**config.mk**
```make
export PLATFORM = sky130hd
export DESIGN_NAME = serial_frame_decoder
export DESIGN_NICKNAME = d
export VERILOG_FILES = /design/src/rtl/serial_frame_decoder.sv
export SDC_FILE = /design/constraint.sdc
export NUM_CORES = 1
export LEC_CHECK = 0
export CAP_MARGIN = 15
export CORE_ASPECT_RATIO = 1.75
export CORE_UTILIZATION = 58
export CTS_CLUSTER_DIAMETER = 40
export DETAILED_ROUTE_END_ITERATION = 6
export PLACE_DENSITY = 0.88
export SETUP_SLACK_MARGIN = 0.15
export SYNTH_ARGS = -nofsm -noshare
export SYNTH_HDL_FRONTEND = slang
export SYNTH_SLANG_ARGS = --single-unit
export TNS_END_PERCENT = 30
```
**constraint.sdc**
```tcl
create_clock -name clk -period 3.2 [get_ports clk]
set_clock_uncertainty 0.2 [all_clocks]
set_input_delay 0.64 -clock clk [delete_from_list [all_inputs] [get_ports clk]]
set_output_delay 0.64 -clock clk [all_outputs]
set_load 0.005 [all_outputs]
```
**src/rtl/serial_frame_decoder.sv**
```systemverilog
// Serial frame decoder: header match, fixed-length payload,
// optional additive checksum and inter-byte timeout.
module serial_frame_decoder #(
  parameter int NUM_TYPES = 2,
  parameter int HDR_LEN = 5,
  parameter logic [NUM_TYPES*HDR_LEN*8-1:0] HEADERS =
    {"ABCDE", "FGHIJ"},
  parameter logic [NUM_TYPES*16-1:0] PAYLOAD_LENS =
    {16'd16, 16'd8},
  parameter bit CHECKSUM_EN = 1'b1,
  parameter int TIMEOUT_CYCLES = 1000,
  localparam int TW =
    (NUM_TYPES > 1) ? $clog2(NUM_TYPES) : 1
) (
  input  logic          clk,
  input  logic          reset,
  input  logic [7:0]    rx_data,
  input  logic          rx_data_ready,
  output logic [7:0]    msg_out,
  output logic          data_valid,
  output logic [TW-1:0] msg_type,
  output logic          frame_active,
  output logic          frame_done,
  output logic          frame_error,
  output logic [1:0]    error_code
);

  localparam int IW = $clog2(HDR_LEN + 1);
  localparam int TOW = $clog2(TIMEOUT_CYCLES + 1);

  typedef enum logic [1:0] {
    IDLE, HEADER, PAYLOAD, CHECK
  } state_t;

  state_t               state_q, state_d;
  logic [NUM_TYPES-1:0] mask_q, mask_d;
  logic [IW-1:0]        idx_q, idx_d;
  logic [15:0]          cnt_q, cnt_d;
  logic [7:0]           csum_q, csum_d;
  logic [TOW-1:0]       tcnt_q, tcnt_d;
  logic [7:0]           msg_out_q, msg_out_d;
  logic [TW-1:0]        msg_type_q, msg_type_d;
  logic [1:0]           err_q, err_d;
  logic                 active_q, active_d;
  logic                 dv_q, dv_d;
  logic                 done_q, done_d;
  logic                 ferr_q, ferr_d;

  logic [NUM_TYPES-1:0] m0, mi, hdr_mask;
  logic [IW-1:0]        hdr_next;
  logic                 hdr_go, tmo;
  logic [TW-1:0]        ty;
  logic [15:0]          len;

  function automatic logic [NUM_TYPES-1:0] hdr_match(
    input logic [7:0] b,
    input int         pos
  );
    logic [NUM_TYPES-1:0] m;
    m = '0;
    for (int k = 0; k < NUM_TYPES; k++)
      m[k] = (HEADERS[(k+1)*HDR_LEN*8-1-pos*8 -: 8] == b);
    return m;
  endfunction

  function automatic logic [TW-1:0] low_bit(
    input logic [NUM_TYPES-1:0] m
  );
    logic [TW-1:0] r;
    r = '0;
    for (int k = NUM_TYPES - 1; k >= 0; k--)
      if (m[k]) r = TW'(k);
    return r;
  endfunction

  assign tmo = (state_q != IDLE) && !rx_data_ready &&
               (tcnt_q == TOW'(TIMEOUT_CYCLES - 1));

  always_comb begin
    state_d    = state_q;
    mask_d     = mask_q;
    idx_d      = idx_q;
    cnt_d      = cnt_q;
    csum_d     = csum_q;
    tcnt_d     = tcnt_q;
    msg_out_d  = msg_out_q;
    msg_type_d = msg_type_q;
    err_d      = err_q;
    active_d   = active_q;
    dv_d       = 1'b0;
    done_d     = 1'b0;
    ferr_d     = 1'b0;
    hdr_go     = 1'b0;
    hdr_mask   = '0;
    hdr_next   = '0;
    ty         = '0;
    len        = '0;
    m0 = hdr_match(rx_data, 0);
    mi = mask_q & hdr_match(rx_data, int'(idx_q));
    if (state_q != IDLE) tcnt_d = tcnt_q + TOW'(1);
    if (rx_data_ready) tcnt_d = '0;
    if (tmo) begin
      state_d  = IDLE;
      ferr_d   = 1'b1;
      err_d    = 2'd2;
      active_d = 1'b0;
    end else if (rx_data_ready) begin
      unique case (state_q)
        IDLE: begin
          hdr_go   = 1'b1;
          hdr_mask = m0;
          hdr_next = IW'(1);
        end
        HEADER: begin
          hdr_go = 1'b1;
          if (mi != '0) begin
            hdr_mask = mi;
            hdr_next = idx_q + IW'(1);
          end else begin
            // dead candidate: re-test this byte as a new header start
            hdr_mask = m0;
            hdr_next = IW'(1);
          end
        end
        PAYLOAD: begin
          msg_out_d = rx_data;
          dv_d      = 1'b1;
          csum_d    = csum_q + rx_data;
          cnt_d     = cnt_q - 16'd1;
          if (cnt_q == 16'd1) begin
            if (CHECKSUM_EN) begin
              state_d = CHECK;
            end else begin
              state_d  = IDLE;
              done_d   = 1'b1;
              active_d = 1'b0;
            end
          end
        end
        CHECK: begin
          state_d  = IDLE;
          active_d = 1'b0;
          if (rx_data == csum_q) begin
            done_d = 1'b1;
          end else begin
            ferr_d = 1'b1;
            err_d  = 2'd1;
          end
        end
        default: ;
      endcase
    end
    if (hdr_go) begin
      mask_d  = hdr_mask;
      idx_d   = hdr_next;
      state_d = HEADER;
      if (hdr_mask == '0) begin
        state_d = IDLE;
      end else if (hdr_next == IW'(HDR_LEN)) begin
        ty         = low_bit(hdr_mask);
        len        = PAYLOAD_LENS[int'(ty)*16 +: 16];
        msg_type_d = ty;
        cnt_d      = len;
        csum_d     = '0;
        mask_d     = '0;
        idx_d      = '0;
        if (len != 16'd0) begin
          state_d  = PAYLOAD;
          active_d = 1'b1;
        end else if (CHECKSUM_EN) begin
          state_d  = CHECK;
          active_d = 1'b1;
        end else begin
          state_d = IDLE;
          done_d  = 1'b1;
        end
      end
    end
    if (state_d == IDLE) begin
      tcnt_d = '0;
      mask_d = '0;
      idx_d  = '0;
    end
  end

  always_ff @(posedge clk) begin
    if (reset) begin
      state_q    <= IDLE;
      mask_q     <= '0;
      idx_q      <= '0;
      cnt_q      <= '0;
      csum_q     <= '0;
      tcnt_q     <= '0;
      msg_out_q  <= '0;
      msg_type_q <= '0;
      err_q      <= '0;
      active_q   <= 1'b0;
      dv_q       <= 1'b0;
      done_q     <= 1'b0;
      ferr_q     <= 1'b0;
    end else begin
      state_q    <= state_d;
      mask_q     <= mask_d;
      idx_q      <= idx_d;
      cnt_q      <= cnt_d;
      csum_q     <= csum_d;
      tcnt_q     <= tcnt_d;
      msg_out_q  <= msg_out_d;
      msg_type_q <= msg_type_d;
      err_q      <= err_d;
      active_q   <= active_d;
      dv_q       <= dv_d;
      done_q     <= done_d;
      ferr_q     <= ferr_d;
    end
  end

  assign msg_out      = msg_out_q;
  assign data_valid   = dv_q;
  assign msg_type     = msg_type_q;
  assign frame_active = active_q;
  assign frame_done   = done_q;
  assign frame_error  = ferr_q;
  assign error_code   = err_q;

endmodule

```
==> results by group, run 1 <==
Status
  – Outcome: complete, but fails checks
  – Failing checks: DRC

Global routing
  – Initial antenna violation count: 0
  – Global-route wire length before repair: 11490 µm
  – Total GRT Usage: 0.2563
  – Grt ovf: 0
  – Vias in the first global route: 2729
  – Largest net degree at the start of global routing: 23

STA
  – Max Clock Freq: 341.4 MHz
  – Final setup viols: 0
  – Final slew viol count: 0
  – Worst hold slack: 0.2557 ns
  – Tcrit/Tclk final: 0.9153
  – Fin worst setup slack: 0.2712 ns
  – RSZ-0062 raised after global routing: yes
  – Final Critical Period: 2.929 ns
  – Final Hold Viols: 0
  – Normalized max-slew margin: 0.6583
  – Tightest Pin Transition: 0.5071 ns
  – Sum of negative setup slack: 0 ns

Clock tree
  – Root buffer cell: clkbuf_8
  – TritonCTS clock tree: built
  – Post-CTS Setup Bufs: 0
  – H-tree depth: 2
  – Maximum buffer depth of the clock tree: 2
  – Cts bufs inserted: 5
  – Worst-skew pair later-pin latency: 0.30 ns
  – Hold_buf cts: 0
  – Sink Count: 56
  – Clock transition at path regs: 0.09 ns

Place
  – RePlAce Congestion: 0.9148
  – Inst Count DP: 444
  – I/O Buffers: 25
  – Setup Slack @ Placement: 0.06936 ns
  – Dpl hpwl: 5171 µm

Die
  – # rows: 34
  – # IOs: 26
  – Die H: 98.43 µm
  – Core area: 5020 µm²
  – Starting Density: 0.6139
  – Die Area: 5620 µm²
  – Die X: 57.10 µm

Power
  – Power Total: 1135 µW
  – LEAKAGE: 0.001255 µW
  – Pwr Density: 325.6 nW/µm²
  – Peak supply drop: 0.2922 mV

Critical path
  – RR Startpoint: idx_q[0]
  – CP dominant cell by count: a21oi_1
  – Critical Path Sink Type: flop
  – CP Cell Sequence: inv_2, ha_1, nand3b_1, a21oi_1, nor4_1, o2111ai_1, a221oi_1, a21oi_1, a2111oi_2
  – CP max-delay cell: dfxtp_1
  – Critical path arrival: 2.93 ns
  – Crit Path Category: flop to flop
  – CP startpoint kind: flop
  – CP required: 3.20 ns
  – Crit Reg-Reg Endpoint: idx_q[2]
  – CP Max Fanout: 9
  – CP peak stage delay: 0.51 ns
  – Reg2reg setup slack: 0.27 ns
  – Cells on worst reg2reg path: 9

Drt
  – Routed len/inst: 15.12 µm
  – DR DRC count: 11
  – Met3 WL: 147 µm
  – Vias after detailed routing: 2689
  – Routed WL: 6821 µm
  – Metal-1 WL: 2666 µm
  – Number of routed nets with antenna violations: 0
  – Vias per Instance: 5.962
  – Initial DRC Count: 70
  – DR top layer: met4
  – First drt pass iteration count: 6
  – DR WL met2: 3688 µm

Synth
  – Area share of the largest cell type after synthesis: 0.3638
  – Synth Warn #: 0
  – Synth Register Bits: 56
  – Most common cell in the synthesized netlist: dfxtp_1
  – Net Count, Synth: 396
  – Syn Area/Cell: 8.352 µm²
  – Count of cell types in the netlist: 59
  – Dominant cells by area after synthesis: dfxtp_1 36%, xnor2_1 6.5%, ha_1 6.1%
  – Register area share after synthesis: 0.3638
  – Mapped Cells: 369
  – Top FF cell, synth: dfxtp_1
  – Post-synth EDFFs: 0
  – Synth area leader: dfxtp_1
  – Most frequent cells after synthesis: 56 x dfxtp_1, 48 x nor2_1, 45 x nand2_1, 31 x a21oi_1, 23 x xnor2_1
  – Post-Syn Area: 3082 µm²
  – Post-synth ARST share: 0

Layout
  – Layout Cells excl Fill: 451
  – Synthesis-to-finish area growth: 13.11%
  – Fill cell count: 411
  – Antenna diode count: 0
  – Nets: 424
  – Share of cells above drive strength 1: 0.08816

Job
  – Max-cap check violation count: 0

Min path
  – Beginning of the worst hold path: tcnt_q[0]
  – Hold Crit Class: flop to flop
  – Hold Path Depth: 1
  – Worst hold endpoint: tcnt_q[0]
-- layout make-up --
class / instances / area [µm²] / share of cell area
clock buffers: 5 / 68.82 / 0.01974
clock inverters: 2 / 12.51 / 0.003589
multi-input cells: 286 / 1822 / 0.5226
inverters: 11 / 41.29 / 0.01184
well taps: 54 / 67.56 / 0.01938
flip-flops and latches: 56 / 1121 / 0.3216
repair buffers: 37 / 352.8 / 0.1012
-- layer usage --
layer,global-route usage,up-vias
met5,0,-
met4,0.1520,0
met3,0.03281,28
met2,0.4814,51
met1,0.2596,1280
li1,-,1330
-- how the worst max path moves through the flow --
stage / startpoint / end
after global routing: idx_q[0] / idx_q[2]
final: idx_q[0] / idx_q[2]
after detailed placement: rx_data[4] / idx_q[2]
after global placement: rx_data[4] / idx_q[2]
after CTS: idx_q[0] / idx_q[2]
after floorplan: idx_q[0] / idx_q[2]
-- critical path, delay by kind of cell (launching register included) --
family	cells	cell delay (ns)
fa+ha+maj	1	0.39
buf+inv	1	0.13
compound gates	5	1.12
flops	1	0.51
simple gates	2	0.48
-- logic make-up after synthesis --
group / after synthesis / synth area share
and+or+nand+nor: 163 / 0.2578
DFF: 56 / 0.3638
buffers and inverters: 27 / 0.04628
AOI/OAI and AO/OA: 68 / 0.1531
xor gates and xnor gates: 37 / 0.1052
muxes: 2 / 0.006496
adders and majority gates: 16 / 0.06740
-- where the power goes --
group	internal (µW)	switching [µW]	total (µW)
Sequential	696	0.180	696
Clock	149	215	364
Combinational	33.2	41.3	74.5
-- metrics by stage --
stage,utilization,instance area (µm²)
after floorplan,-,3082
after global placement,0.6775,3401
after detailed placement,0.6775,3401
after CTS,0.6937,3482
after global routing,0.6944,3486
final,0.6944,3486
-- state kept, by name, indices dropped and copies added, names as in the netlist --
signal / flops
cnt_q: 16
csum_q: 8
data_valid: 1
error_code: 2
frame_active: 1
frame_done: 1
frame_error: 1
idx_q: 3
mask_q: 2
msg_out: 8
msg_type: 1
state_q: 2
tcnt_q: 10
-- cell usage in the layout, fill, tap and decap left out, drive strengths merged, types with 2 or more instances in the layout --
master and count:
dfxtp 56, nor2 48, nand2 46, a21oi 31
clkdlybuf4s50 25, xnor2 23, ha 15, xor2 14
nand3 13, buf 12, inv 11, nor3 10
nor4 8, and3 8, nand2b 6, o21ai 6
a21o 6, nor2b 5, clkbuf 5, nand4 4
a211oi 4, a31oi 3, a2111oi 3, nor3b 3
nand3b 2, mux2i 2, or4 2, or3 2
a31o 2, o2111a 2
-- repair_timing --
item,CTS,global route
endpoints found under the hold margin,0,0
endpoints found under the setup margin,0,1
resized for setup,0,1
Note: power is estimated with default switching activity, not from simulation.
==> run 2, diff against run 1 <==
Settings changed: SLEW_MARGIN set to 20.
==> results of run 2 <==
Final layout, timing and power as in run 1 (identical DEF).
